## src/rtl/mul_div_unit.sv

```systemverilog
// Iterative radix-2 multiply/divide unit for the execute stage.
// Fixed 34-cycle latency for legal operations; illegal ops and divide-by-zero complete in one cycle.
module mul_div_unit (
    input  logic        clk,
    input  logic        reset,
    input  logic        Start,
    input  logic [2:0]  Op,
    input  logic [31:0] SrcA,
    input  logic [31:0] SrcB,
    input  logic [3:0]  FlagsE,
    input  logic        FlushE,
    output logic        Busy,
    output logic        Done,
    output logic [31:0] ResultLo,
    output logic [31:0] ResultHi,
    output logic [3:0]  MDFlags
);

    typedef enum logic [1:0] {
        S_IDLE = 2'd0,
        S_CALC = 2'd1,
        S_FIX  = 2'd2,
        S_DONE = 2'd3
    } state_t;

    localparam logic [2:0] OP_MUL   = 3'b000;
    localparam logic [2:0] OP_UMULL = 3'b001;
    localparam logic [2:0] OP_SMULL = 3'b010;
    localparam logic [2:0] OP_UDIV  = 3'b100;
    localparam logic [2:0] OP_SDIV  = 3'b101;

    state_t      state_q;
    logic [2:0]  op_q;
    logic [1:0]  cv_q;
    logic [31:0] a_q;
    logic [31:0] hi_q;
    logic [31:0] lo_q;
    logic [4:0]  cnt_q;
    logic        neg_lo_q;
    logic        neg_hi_q;
    logic        busy_q;
    logic        done_q;
    logic [31:0] res_lo_q;
    logic [31:0] res_hi_q;
    logic [3:0]  flags_q;

    // Only C and V are carried through; N and Z are recomputed from the result.
    logic unused_flags;
    assign unused_flags = &{1'b0, FlagsE[3:2]};

    logic        op_legal;
    logic        op_signed;
    logic        op_div;
    logic        div_zero;
    logic [31:0] abs_a;
    logic [31:0] abs_b;

    always_comb begin
        op_legal  = (Op == OP_MUL) || (Op == OP_UMULL) || (Op == OP_SMULL) ||
                    (Op == OP_UDIV) || (Op == OP_SDIV);
        op_signed = (Op == OP_SMULL) || (Op == OP_SDIV);
        op_div    = (Op == OP_UDIV) || (Op == OP_SDIV);
        div_zero  = op_div && (SrcB == 32'd0);
        abs_a     = (op_signed && SrcA[31]) ? (~SrcA + 32'd1) : SrcA;
        abs_b     = (op_signed && SrcB[31]) ? (~SrcB + 32'd1) : SrcB;
    end

    // One iteration: hi/lo hold partial product (multiply) or remainder/dividend-quotient (divide).
    logic [32:0] mul_sum;
    logic [32:0] div_shift;
    logic [32:0] div_diff;
    logic [31:0] hi_d;
    logic [31:0] lo_d;

    always_comb begin
        mul_sum   = {1'b0, hi_q} + (lo_q[0] ? {1'b0, a_q} : 33'd0);
        div_shift = {hi_q, lo_q[31]};
        div_diff  = div_shift - {1'b0, a_q};
        hi_d      = mul_sum[32:1];
        lo_d      = {mul_sum[0], lo_q[31:1]};
        if (op_q[2]) begin
            if (!div_diff[32]) begin
                hi_d = div_diff[31:0];
                lo_d = {lo_q[30:0], 1'b1};
            end else begin
                hi_d = div_shift[31:0];
                lo_d = {lo_q[30:0], 1'b0};
            end
        end
    end

    logic [63:0] prod;
    logic [63:0] prod_neg;
    logic [31:0] fix_lo_d;
    logic [31:0] fix_hi_d;
    logic [3:0]  fix_flags_d;
    logic        fix_long;

    always_comb begin
        prod     = {hi_q, lo_q};
        prod_neg = ~prod + 64'd1;
        fix_long = (op_q == OP_UMULL) || (op_q == OP_SMULL);
        fix_lo_d = lo_q;
        fix_hi_d = hi_q;
        case (op_q)
            OP_MUL: begin
                fix_lo_d = lo_q;
                fix_hi_d = 32'd0;
            end
            OP_SMULL: begin
                fix_lo_d = neg_lo_q ? prod_neg[31:0]  : prod[31:0];
                fix_hi_d = neg_lo_q ? prod_neg[63:32] : prod[63:32];
            end
            OP_SDIV: begin
                fix_lo_d = neg_lo_q ? (~lo_q + 32'd1) : lo_q;
                fix_hi_d = neg_hi_q ? (~hi_q + 32'd1) : hi_q;
            end
            default: begin
                fix_lo_d = lo_q;
                fix_hi_d = hi_q;
            end
        endcase
        fix_flags_d[3] = fix_long ? fix_hi_d[31] : fix_lo_d[31];
        fix_flags_d[2] = fix_long ? ({fix_hi_d, fix_lo_d} == 64'd0) : (fix_lo_d == 32'd0);
        fix_flags_d[1:0] = cv_q;
    end

    always_ff @(posedge clk) begin
        if (reset) begin
            state_q  <= S_IDLE;
            op_q     <= 3'd0;
            cv_q     <= 2'd0;
            a_q      <= 32'd0;
            hi_q     <= 32'd0;
            lo_q     <= 32'd0;
            cnt_q    <= 5'd0;
            neg_lo_q <= 1'b0;
            neg_hi_q <= 1'b0;
            busy_q   <= 1'b0;
            done_q   <= 1'b0;
            res_lo_q <= 32'd0;
            res_hi_q <= 32'd0;
            flags_q  <= 4'd0;
        end else begin
            done_q <= 1'b0;
            if (FlushE) begin
                state_q <= S_IDLE;
                busy_q  <= 1'b0;
            end else begin
                case (state_q)
                    S_IDLE, S_DONE: begin
                        state_q <= S_IDLE;
                        if (Start) begin
                            if (!op_legal || div_zero) begin
                                // Illegal op and divide-by-zero both report quotient 0, so N=0, Z=1.
                                state_q  <= S_DONE;
                                done_q   <= 1'b1;
                                res_lo_q <= 32'd0;
                                res_hi_q <= op_legal ? SrcA : 32'd0;
                                flags_q  <= {2'b01, FlagsE[1:0]};
                            end else begin
                                state_q  <= S_CALC;
                                busy_q   <= 1'b1;
                                op_q     <= Op;
                                cv_q     <= FlagsE[1:0];
                                cnt_q    <= 5'd0;
                                hi_q     <= 32'd0;
                                a_q      <= op_div ? abs_b : abs_a;
                                lo_q     <= op_div ? abs_a : abs_b;
                                neg_lo_q <= op_signed && (SrcA[31] ^ SrcB[31]);
                                neg_hi_q <= (Op == OP_SDIV) && SrcA[31];
                            end
                        end
                    end
                    S_CALC: begin
                        hi_q  <= hi_d;
                        lo_q  <= lo_d;
                        cnt_q <= cnt_q + 5'd1;
                        if (cnt_q == 5'd31) begin
                            state_q <= S_FIX;
                        end
                    end
                    S_FIX: begin
                        res_lo_q <= fix_lo_d;
                        res_hi_q <= fix_hi_d;
                        flags_q  <= fix_flags_d;
                        busy_q   <= 1'b0;
                        done_q   <= 1'b1;
                        state_q  <= S_DONE;
                    end
                    default: begin
                        state_q <= S_IDLE;
                        busy_q  <= 1'b0;
                    end
                endcase
            end
        end
    end

    assign Busy     = busy_q;
    assign Done     = done_q;
    assign ResultLo = res_lo_q;
    assign ResultHi = res_hi_q;
    assign MDFlags  = flags_q;

endmodule

```

## config.mk

```make
export PLATFORM = sky130hd
export DESIGN_NAME = mul_div_unit
export DESIGN_NICKNAME = d
export VERILOG_FILES = /design/src/rtl/mul_div_unit.sv
export SDC_FILE = /design/constraint.sdc
export NUM_CORES = 1
export LEC_CHECK = 0
export ABC_CLOCK_PERIOD_IN_PS = 6600
export CAP_MARGIN = 20
export CORE_ASPECT_RATIO = 0.7
export CORE_MARGIN = 5
export CORE_UTILIZATION = 55
export CTS_BUF_LIST = sky130_fd_sc_hd__clkbuf_16
export DETAILED_ROUTE_END_ITERATION = 6
export DONT_BUFFER_PORTS = 1
export HOLD_SLACK_MARGIN = 0.06
export PLACE_DENSITY_LB_ADDON = 0.05
export REMOVE_ABC_BUFFERS = 1
export SETUP_SLACK_MARGIN = 0.5
export SLEW_MARGIN = 5
export SYNTH_ARGS = -nofsm -noshare
export SYNTH_HDL_FRONTEND = slang
export SYNTH_SLANG_ARGS = --single-unit
```

## constraint.sdc

```tcl
create_clock -name clk -period 6.6 [get_ports clk]
set_input_delay 1.32 -clock clk [delete_from_list [all_inputs] [get_ports clk]]
set_output_delay 1.32 -clock clk [all_outputs]
set_load 0.03 [all_outputs]
```

==> impl_metrics.yaml, run 1 <==
run_status:
  status: "finished, final reports clean"
clock_tree:
  clk_pin_slew_ns: 0.07
  postCtsSetupBuffers: 0
  insertion_delay_ns: 0.47
  cts_buffers: 17
  cts_max_level: 4
  cts-root-buf: "clkbuf_16"
  clock_tree.buffer_depth: 2
  cts_sinks: 180
  cts_resized: 0
  cts_tree: "done"
  cts_hold_buf: 0
min_path:
  hp-class: "reg -> reg"
  min_delay_path_depth: 2
  hp-start: "a_q[27]"
  min_to: "a_q[27]"
worst_setup_path:
  crit_chain: "inv_1 > ha_1 > nor4b_1 > nand4_1 > or2_0 > a22oi_1 > nand3_1 > a2111oi_0 > nand4_1 > nor3_1 > o2111ai_1 > a31oi_1"
  cpMostUsedCell: "nand4_1"
  endpoint_kind: "register"
  r2r_start: "hi_q[0]"
  r2r_end: "MDFlags[2]"
  critical_path.max_stage_delay_ns: 0.95
  critPathTopFamily: "simple AND/OR/NAND/NOR gates"
  worst-setup-path-type: "reg -> reg"
  slowest_stage: "a2111oi_0"
  arrival_ns: 5.76
  start_kind: "register"
  crit_fanout: 11
  crit_buf_inv: 1
  rrSetupSlack_ns: 1.22
  path_depth: 12
  required_ns: 6.99
  reg2regPathDepth: 12
yosys:
  synth_area_per_cell_sq_um: 7.08
  synth_seq_cells: 180
  synth_cell_type_count: 90
  seq_area_frac_synth_pct: 22.2
  ys_async_sr_fraction_pct: 0
  syn_inst: 2289
  synth_edf_count: 0
  synth_ff_type: "dfxtp_1"
  ys_warn_count: 0
  netlist_area_sq_um: 16200
routing:
  wirelength_um: 60700
  via_count: 17500
  first_iter_violations: 2488
  vias_per_cell: 6.83
  avgRoutedWirePerCell_um: 23.7
  antenna_left: 0
  drcViolationCount: 0
  drt_pass1_iterations: 6
global_route:
  grt_pass1_vias: 15400
  grtUsageTotal_pct: 35.0
  gr-total-overflow: 0
  grt_max_degree: 150
  grt_pass1_wl_um: 92500
  antenna_found_initial: 1
timing:
  tightest_slew_ns: 1.15
  fin_setup_tns_ns: 0
  layout_min_cycle_time_ns: 5.38
  slew_headroom_pct: 22.7
  fin_crit_sh_pct: 81.4
  holdWs_ns: 0.454
  rsz0062_at_grt: "no"
  clock_skew_ns: 0.0134
  setup_viol_count_final: 0
  max_freq_ghz: 0.186
  slew_viol_final: 0
  hold_viol_final: 0
cells_and_area:
  ff_latch_area_sq_um: 3600
  fin_nets: 2320
  design_area_sq_um: 17000
  multi_input_area_sq_um: 11700
  diodes: 0
  drive_above_1_share_pct: 5.64
  final_common_cell: "nand2_1"
  stdcell_count: 2560
  nFillCells: 2776
  syn2layout_area_growth_pct: 4.96
  layout_common_cells: "nand2_1, nor2_1, a21oi_1"
placement:
  placedInstanceArea_sq_um: 16400
  place.gp.congestion: 1.03
  hpwl_um: 45500
  dp.cells: 2529
  port_buffers: 0
die:
  start_util_pct: 56.0
  die-area_sq_um: 33100
  core-area_sq_um: 29000
  die_w_um: 215
  core.rowCount: 52
  dieHeight_um: 154
  ios: 145
pwr:
  p_leak_nw: 6.27
  irDropWorstVdd_uv: 173
  p_per_area_nw_per_um2: 189
run:
  cap_violations: 0
## how the worst max path moves through the flow
stage	slack (ns)	endpoint	startpoint
global placement	1.50	hi_q[2]	SrcB[28]
finish	1.22	MDFlags[2]	hi_q[0]
detailed placement	1.45	hi_q[13]	SrcB[28]
CTS	1.62	MDFlags[2]	hi_q[0]
floorplan	0.44	ResultHi[9]	SrcB[28]
global route	0.97	MDFlags[2]	hi_q[0]
## cell families (layout without fill, tap and decap cells)
kind of cell	after synthesis	in the layout	share of synthesized area, %
AND/OR/NAND/NOR	900	900	26.4
AO/OA/AOI/OAI	692	692	28.4
buffers and inverters	247	140	6.03
flip-flops	180	180	22.2
XOR/XNOR	143	143	7.73
adder cells (fa/ha/maj)	75	75	5.88
multiplexers	52	52	3.35
## final cells by class
class | instances | share of cell area [%]
clock inverters | 14 | 1.38
well taps | 378 | 2.78
clock buffers | 17 | 2.50
inverters | 69 | 1.52
repair buffers | 40 | 1.91
flip-flops and latches | 180 | 21.2
multi-input cells | 1862 | 68.7
## power by group
| part | total, mW | leakage, nW | internal, mW | switching (mW) |
|---|---|---|---|---|
| registers | 1.21 | 1.46 | 1.13 | 0.0813 |
| logic | 0.819 | 4.48 | 0.285 | 0.534 |
| clock network | 1.19 | 0.325 | 0.709 | 0.486 |
## worst min-delay path: cells and delay by family, from the launching register on
family,cells,cell delay (ns)
compound gates,1,0.05
flops,1,0.31
simple gates,1,0.05
## registers in the layout (all words and copies together) (netlist names)
register  flops
ResultLo     32
hi_q         32
neg_lo_q      1
ResultHi     32
Done          1
neg_hi_q      1
cnt_q         5
cv_q          2
a_q          32
MDFlags       4
lo_q         32
Busy          1
state_q       2
op_q          3
## Yosys cell counts, types with 33 or more instances
library cell | n | area (sq um)
ha_1 | 73 | 913
clkbuf_1 | 152 | 571
a221oi_1 | 33 | 289
xnor2_1 | 85 | 744
nand2_1 | 275 | 1030
o21ai_0 | 101 | 505
xor2_1 | 58 | 508
a21oi_1 | 194 | 971
nor2_1 | 242 | 908
nand3_1 | 74 | 370
nor3_1 | 103 | 515
mux2i_1 | 34 | 340
inv_1 | 69 | 259
dfxtp_1 | 180 | 3600
a211oi_1 | 63 | 473
## stage by stage
stage               setup WS (ns)  power, mW  util, %
finish                       1.22       3.22     58.8
global route                0.972       3.35     58.8
CTS                          1.62       3.21     58.8
detailed placement           1.45       2.02     56.5
global placement             1.50       2.01     56.5
floorplan                   0.439       1.77        -
## metal layers
metal  GRT usage (%)  share of wire (%)  vias to the layer above  routed length, um
met5               0              0.023                        -                 14
met2            48.6                 40                      979              24400
met4            9.17                2.5                        2               1510
met1            52.0                 44                     8222              27000
li1                -                  -                     8181                  -
met3            11.2                 13                      106               7860
Power figures use the tool's default switching activity.
==> run 2: changes to the inputs <==
Settings changed: ABC_CLOCK_PERIOD_IN_PS 6600 to 4880.
Clock period 6.6 ns to 4.88 ns, I/O delays scaled along.
==> impl_metrics.yaml, run 2 (same netlist as run 1, synthesis figures left out) <==
routing:
  first_iter_violations: 2197
  antenna_left: 0
  avgRoutedWirePerCell_um: 23.3
  drcViolationCount: 2
  wirelength_um: 60500
  vias_per_cell: 6.83
  drt_pass1_iterations: 7
  via_count: 17700
die:
  die-area_sq_um: 33100
  start_util_pct: 56.0
  ios: 145
  die_w_um: 215
  core.rowCount: 52
  dieHeight_um: 154
  core-area_sq_um: 29000
cells_and_area:
  drive_above_1_share_pct: 7.36
  design_area_sq_um: 17300
  post-route-util_pct: 59.6
  final_common_cell: "nand2_1"
  layout_common_cells: "nand2_1, nor2_1, a21oi_1"
  syn2layout_area_growth_pct: 6.52
  fin_nets: 2353
timing:
  clock_skew_ns: 0.0135
  slew_viol_final: 0
  hold_viol_final: 0
  tightest_slew_ns: 1.07
  slew_headroom_pct: 28.6
  fin_crit_sh_pct: 86.5
  holdWs_ns: 0.452
  max_freq_ghz: 0.237
  layout_min_cycle_time_ns: 4.22
  rsz0062_at_grt: "no"
  fin_setup_tns_ns: 0
  setup_viol_count_final: 0
clock_tree:
  postCtsSetupBuffers: 0
  cts_max_level: 4
  cts_tree: "done"
  cts_sinks: 180
  clk_pin_slew_ns: 0.07
  insertion_delay_ns: 0.47
  clock_tree.buffer_depth: 2
  cts_hold_buf: 0
  cts_buffers: 17
  cts-root-buf: "clkbuf_16"
global_route:
  grt_pass1_wl_um: 92200
  grt_max_degree: 150
  antenna_found_initial: 1
  grtUsageTotal_pct: 34.9
  gr-total-overflow: 0
  grt_pass1_vias: 15500
placement:
  port_buffers: 0
  hpwl_um: 46200
  placedInstanceArea_sq_um: 16600
  place.gp.congestion: 1.03
worst_setup_path:
  required_ns: 5.28
  crit_fanout: 7
  arrival_ns: 4.62
  start_kind: "register"
  worst-setup-path-type: "reg -> reg"
  endpoint_kind: "register"
pwr:
  irDropWorstVdd_uv: 220
  p_leak_nw: 6.43
  p_per_area_nw_per_um2: 251
run_status:
  violations: "DRC"
  status: "finished, violations left"
run:
  cap_violations: 0
min_path:
  hp-class: "reg -> reg"
run 2: cell types whose count changed in the layout (fill, tap and decap cells not counted), sizes merged:
cell / delta
buf: +33
clkinv: +2
inv: -1
clkinvlp: +2
diode: +1
bufinv: -2
run 2: where the power goes:
part           leakage [nW]  total, mW  internal, mW  switching, mW
Combinational          4.67       1.14         0.414          0.728
Sequential             1.46       1.63          1.52          0.111
Clock                 0.304       1.55         0.863          0.689
Total                  6.43       4.33          2.80           1.53
run 2: layer usage:
layer / global-route usage (%) / routed length [um] / vias to the layer above / part of all wire [%]
met2: 48.7 / 24300 / 944 / 40
li1: - / - / 8249 / -
met5: 0 / 0 / - / 0
met3: 10.7 / 7680 / 110 / 13
met4: 8.13 / 1450 / 0 / 2.4
met1: 52.2 / 27100 / 8416 / 45
run 2: timing repair:
action / in CTS / in global routing
setup endpoints to repair: 1 / 1
gates resized for setup: 1 / 6
hold endpoints to repair: 0 / 0
run 2: worst max-delay path, stage by stage (launching register included):
cell       delay (ns)
dfxtp_1          0.37
inv_1            0.14
ha_2             0.26
or3b_4           0.43
nor4_1           0.43
buf_4            0.22
a31oi_1          0.16
o41ai_1          0.48
o22ai_2          0.26
nor3_1           0.42
nand4_1          0.23
nor3_4           0.25
buf_4            0.15
o2111ai_1        0.16
a31oi_1          0.19
run 2: path summary, 6_finish.rpt:
| path | startpoint | cells after the start | end | slack, ns |
|---|---|---|---|---|
| worst max register to register | lo_q[1] | 14 | MDFlags[2] | 0.66 |
| worst max-delay path | lo_q[1] | 14 | MDFlags[2] | 0.66 |
| worst min-delay path | cv_q[1] | 2 | cv_q[1] | 0.45 |
| worst min register to register | cv_q[1] | 2 | cv_q[1] | 0.45 |
run 2: through the flow:
stage          setup slack (ns)  instances  power, mW
2_1_floorplan            -0.937       2111       2.40
3_3_place_gp              0.527       2562       2.75
3_5_place_dp              0.471       2562       2.77
4_1_cts                   0.613       2594       4.30
5_1_grt                   0.507       2594       4.50
6_report                  0.660       2595       4.33
run 2: area by class of cell:
class                      instances  area (sq um)
multi-input combinational       1862         11700
fill                            2812         11700
sequential                       180          3600
timing repair buffer              73           586
tap                              378           473
clock buffer                      17           425
inverter                          69           259
clock inverter                    15           205
antenna                            1          2.50
==> run 3: changes to the inputs <==
Settings changed: ABC_CLOCK_PERIOD_IN_PS 4880 to 5400, SKIP_CTS_REPAIR_TIMING from default to 1.
Clock period 4.88 ns to 5.4 ns, I/O delays scaled along.
==> impl_metrics.yaml, run 3 (same netlist as run 1, synthesis figures left out) <==
timing:
  tightest_slew_ns: 1.13
  fin_ws_ns: 0.770
  fin_setup_tns_ns: 0
  slew_headroom_pct: 24.4
  clock_skew_ns: 0.0179
  layout_min_cycle_time_ns: 4.63
  rsz0062_at_grt: "no"
  setup_viol_count_final: 0
  max_freq_ghz: 0.216
  slew_viol_final: 0
  hold_viol_final: 0
  fin_crit_sh_pct: 85.7
cells_and_area:
  drive_above_1_share_pct: 6.11
  layout_common_cells: "nand2_1, nor2_1, a21oi_1"
  design_area_sq_um: 17000
  final_common_cell: "nand2_1"
  stdcell_count: 2572
  fin_nets: 2331
  nFillCells: 2763
  syn2layout_area_growth_pct: 4.74
  diodes: 0
global_route:
  grtUsageTotal_pct: 34.4
  gr-total-overflow: 0
  grt_pass1_wl_um: 92000
  grt_max_degree: 150
  grt_pass1_vias: 15700
  antenna_found_initial: 1
worst_setup_path:
  crit_buf_inv: 2
  critical_path.max_stage_delay_ns: 0.68
  slowest_stage: "or3_1"
  critPathTopFamily: "compound AO/OA/AOI/OAI gates"
  start_kind: "register"
  cpMostUsedCell: "inv_1"
  worst-setup-path-type: "reg -> reg"
  arrival_ns: 4.98
  cp-startpoint: "lo_q[31]"
  required_ns: 5.75
  endpoint_kind: "register"
  crit_chain: "inv_1 > ha_1 > inv_1 > fa_1 > a211oi_1 > o21bai_1 > o21ai_0 > a21oi_1 > o21ai_1 > a21boi_1 > or3_1 > mux2i_1 > nor2_1 > a211o_1"
  crit_fanout: 9
  r2r_start: "lo_q[31]"
die:
  core.rowCount: 52
  die_w_um: 215
  dieHeight_um: 154
  start_util_pct: 56.0
  core-area_sq_um: 29000
  die-area_sq_um: 33100
  ios: 145
placement:
  place.gp.congestion: 1.01
  port_buffers: 0
  pre_cts_ws_ns: 0.751
  placedInstanceArea_sq_um: 16400
  dp.cells: 2540
  hpwl_um: 45700
clock_tree:
  cts_tree: "done"
  clk_pin_slew_ns: 0.08
  cts_buffers: 17
  cts_sinks: 180
  clock_tree.buffer_depth: 2
  insertion_delay_ns: 0.47
  cts_max_level: 4
  cts-root-buf: "clkbuf_16"
pwr:
  irDropWorstVdd_uv: 197
  p_per_area_nw_per_um2: 217
  p_leak_nw: 6.26
  power_mw: 3.69
min_path:
  hp-start: "cv_q[0]"
  hp-class: "reg -> reg"
routing:
  drt_pass1_iterations: 6
  first_iter_violations: 2480
  drcViolationCount: 0
  wirelength_um: 59900
  avgRoutedWirePerCell_um: 23.3
  via_count: 17600
  antenna_left: 0
  vias_per_cell: 6.85
run_status:
  status: "finished, final reports clean"
run:
  cap_violations: 0
[run 3: path summary, 6_finish.rpt]
kind	to	slack, ns	cells past startpoint
setup / recovery	hi_q[28]	0.77	14
hold / removal	cv_q[0]	0.45	2
setup reg to reg	hi_q[28]	0.77	14
hold reg to reg	cv_q[0]	0.45	2
[run 3: area by class of cell]
type,instances,area [sq um],share of cell area (%)
multi-input combinational,1862,11700,68.8
sequential,180,3600,21.2
tap,378,473,2.79
clock buffer,17,425,2.51
timing repair buffer,51,420,2.48
inverter,69,259,1.53
clock inverter,15,111,0.656
[run 3: tightest hold or removal path, stage by stage (launching register included)]
cell     delay [ns]
dfxtp_1        0.31
nand2_1        0.05
a21oi_1        0.05
[run 3: per-stage QoR]
step / util [%] / hold WS, ns
6_report: 58.6 / 0.454
5_1_grt: 58.6 / 0.473
4_1_cts: 58.6 / 0.454
3_5_place_dp: 56.8 / 0.444
3_3_place_gp: 56.8 / 0.437
2_1_floorplan: - / 0.426
[run 3: metal layers]
metal / GRT usage [%] / part of all wire, % / up-vias
li1: - / - / 8194
met1: 51.1 / 45 / 8317
met3: 10.4 / 13 / 111
met2: 48.6 / 40 / 993
met4: 7.89 / 2.3 / 4
met5: 0 / 0.038 / -
[run 3: where the power goes]
part | internal, mW | total, mW | switching (mW)
combinational | 0.354 | 1.00 | 0.650
clock | 0.592 | 1.21 | 0.614
sequential | 1.38 | 1.48 | 0.101
total | 2.32 | 3.69 | 1.36
==> variant (config.mk and constraints of run 2) <==
Re-encode `state_t` (4 states) as one-hot, 4 bits wide.
--- a/src/rtl/mul_div_unit.sv
+++ b/src/rtl/mul_div_unit.sv
@@ -18,7 +18,7 @@
 
-    typedef enum logic [1:0] {
-        S_IDLE = 2'd0,
-        S_CALC = 2'd1,
-        S_FIX  = 2'd2,
-        S_DONE = 2'd3
+    typedef enum logic [3:0] {
+        S_IDLE = 4'b0001,
+        S_CALC = 4'b0010,
+        S_FIX  = 4'b0100,
+        S_DONE = 4'b1000
     } state_t;
Formal check against the unedited RTL: no difference found for any inputs over 4 cycles, from zero or initial values and one cycle with reset high; so few cycles prove little.
==> variant against run 2 <==
Sequential cell count increased by 2; clock power decreased by 9.7%; worst hold slack got worse by 0.0012 ns; setup slack got worse by 0.27 ns; die area decreased by 2.0%; clock skew increased by 0.00091 ns; combinational power decreased by 13%; total power decreased by 7.5%; area after synthesis decreased by 2.1%; design area decreased by 2.5%; wire length decreased by 1.1%; global-route usage increased by 0.46 points; critical path type unchanged.
==> variant: results (changes against run 2) <==
| Metric | Value |
|---|---|
| Vias in the first global route | `15200 (-1.8%)` |
| Routed met3 length | `7.93 mm (+3.3%)` |
| Synth top cells by count | `305 x nor2_1, 242 x nand2_1, 205 x a21oi_1, 182 x dfxtp_1, 139 x clkbuf_1` |
| Seq area share | `0.217 (+0.00780)` |
| Post-synthesis sequential area ratio | `0.230 (+0.00738)` |
| Largest net degree at the start of global routing | `156 (+4.0%)` |
| NonClk Buf Share | `0.0291 (-0.00477)` |
| Critical Path Fanout Max | `8 (+1)` |
| Die area | `32400 sq um (-2.0%)` |
| Multi-input gates | `1857 (-0.27%)` |
| DR vias/cell | `6.76 (-0.93%)` |
| Initial drt markers | `2434 (+11%)` |
| Fraction of layout cells with a size suffix above 1 | `0.0601 (-0.0134)` |
| Vias | `17400 (-1.8%)` |
| Wl on met1 | `26.8 mm (-0.93%)` |
| Fin nets | `2330 (-0.98%)` |
| Mapped Avg Cell Area | `7.02 sq um (-0.88%)` |
| Hold wc startpoint | `a_q[7]` |
| Multi-input combinational area share | `0.679 (+0.00110)` |
| Status | `finished clean` |
| Grt met1 use | `0.531 (+0.00941)` |
| Yosys cell types | `77 (-14%)` |
| DP Cell Count | `2539 (-0.90%)` |
| Detail Placement HPWL | `45.3 mm (-2.1%)` |
| Clock-cell share of area | `0.0330 (-0.00351)` |
| Slew margin rel. | `0.266 (-0.0199)` |
| Met3 usage | `0.122 (+0.0151)` |
| Sw frac | `0.353 (about the same)` |
| WL final | `59.8 mm (-1.1%)` |
| Req. time, crit path | `5.26 ns (-0.02 ns)` |
| Routed wl met2 | `23.6 mm (-2.7%)` |
| Gpl congestion | `1.01 (-2.1%)` |
| Clk sinks | `182 (+1.1%)` |
| Synth area leaders | `dfxtp_1 23%, nor2_1 7.2%, a21oi_1 6.5%` |
| Placed cell areas | `16200 sq um (-2.1%)` |
| Clock skew | `0.0144 ns (+0.000907 ns)` |
| Logic inverters | `62 (-10%)` |
| Layout fillers | `2823 (+0.39%)` |
| Non-CTS buffers | `62 (-15%)` |
==> variant: cell count changes after synthesis, moves of 12 or more <==
cell,delta
nor2_1,+63
nand2_1,-33
a211oi_1,-29
a22oi_1,+24
o21ai_0,+24
nand3_1,-20
a221oi_1,-18
a31oi_1,+17
xor2_1,+16
mux2_2,-15
o21ai_1,-14
clkbuf_1,-13
xnor2_1,-12
==> variant: per-stage QoR <==
| step | utilization | TNS (ns) | power, mW | worst slack, ns |
|---|---|---|---|---|
| floorplan | - | -19.50 | 2.29 | -0.736 |
| global placement | 0.566 | 0 | 2.58 | 0.554 |
| detailed placement | 0.566 | 0 | 2.59 | 0.454 |
| CTS | 0.586 | 0 | 3.97 | 0.537 |
| global route | 0.586 | 0 | 4.16 | 0.308 |
| finish | 0.586 | 0 | 4.00 | 0.391 |
==> variant: power by group through the flow <==
stage / registers (mW) / logic [mW] / clock network [mW]
after floorplan: 1.63 / 0.661 / 0
after global placement: 1.65 / 0.930 / 0
after global routing: 1.62 / 1.06 / 1.48
after detailed placement: 1.65 / 0.941 / 0
after CTS: 1.61 / 0.948 / 1.41
final: 1.62 / 0.988 / 1.40
==> variant: final timing paths <==
| kind | endpoint | slack, ns | cells past startpoint |
|---|---|---|---|
| max | MDFlags[2] | 0.39 | 10 |
| min | a_q[7] | 0.45 | 2 |
| max reg2reg | MDFlags[2] | 0.39 | 10 |
| min reg2reg | a_q[7] | 0.45 | 2 |
==> variant: cell families (layout without fill, tap and decap cells) <==
kind of cell / after synthesis / in the layout / synth area share
buf+inv: 221 / 156 / 0.0543
simple gates: 901 / 901 / 0.265
flops: 182 / 182 / 0.230
fa+ha+maj: 73 / 73 / 0.0585
mux: 43 / 43 / 0.0274
xor+xnor: 147 / 147 / 0.0812
compound gates: 693 / 693 / 0.284
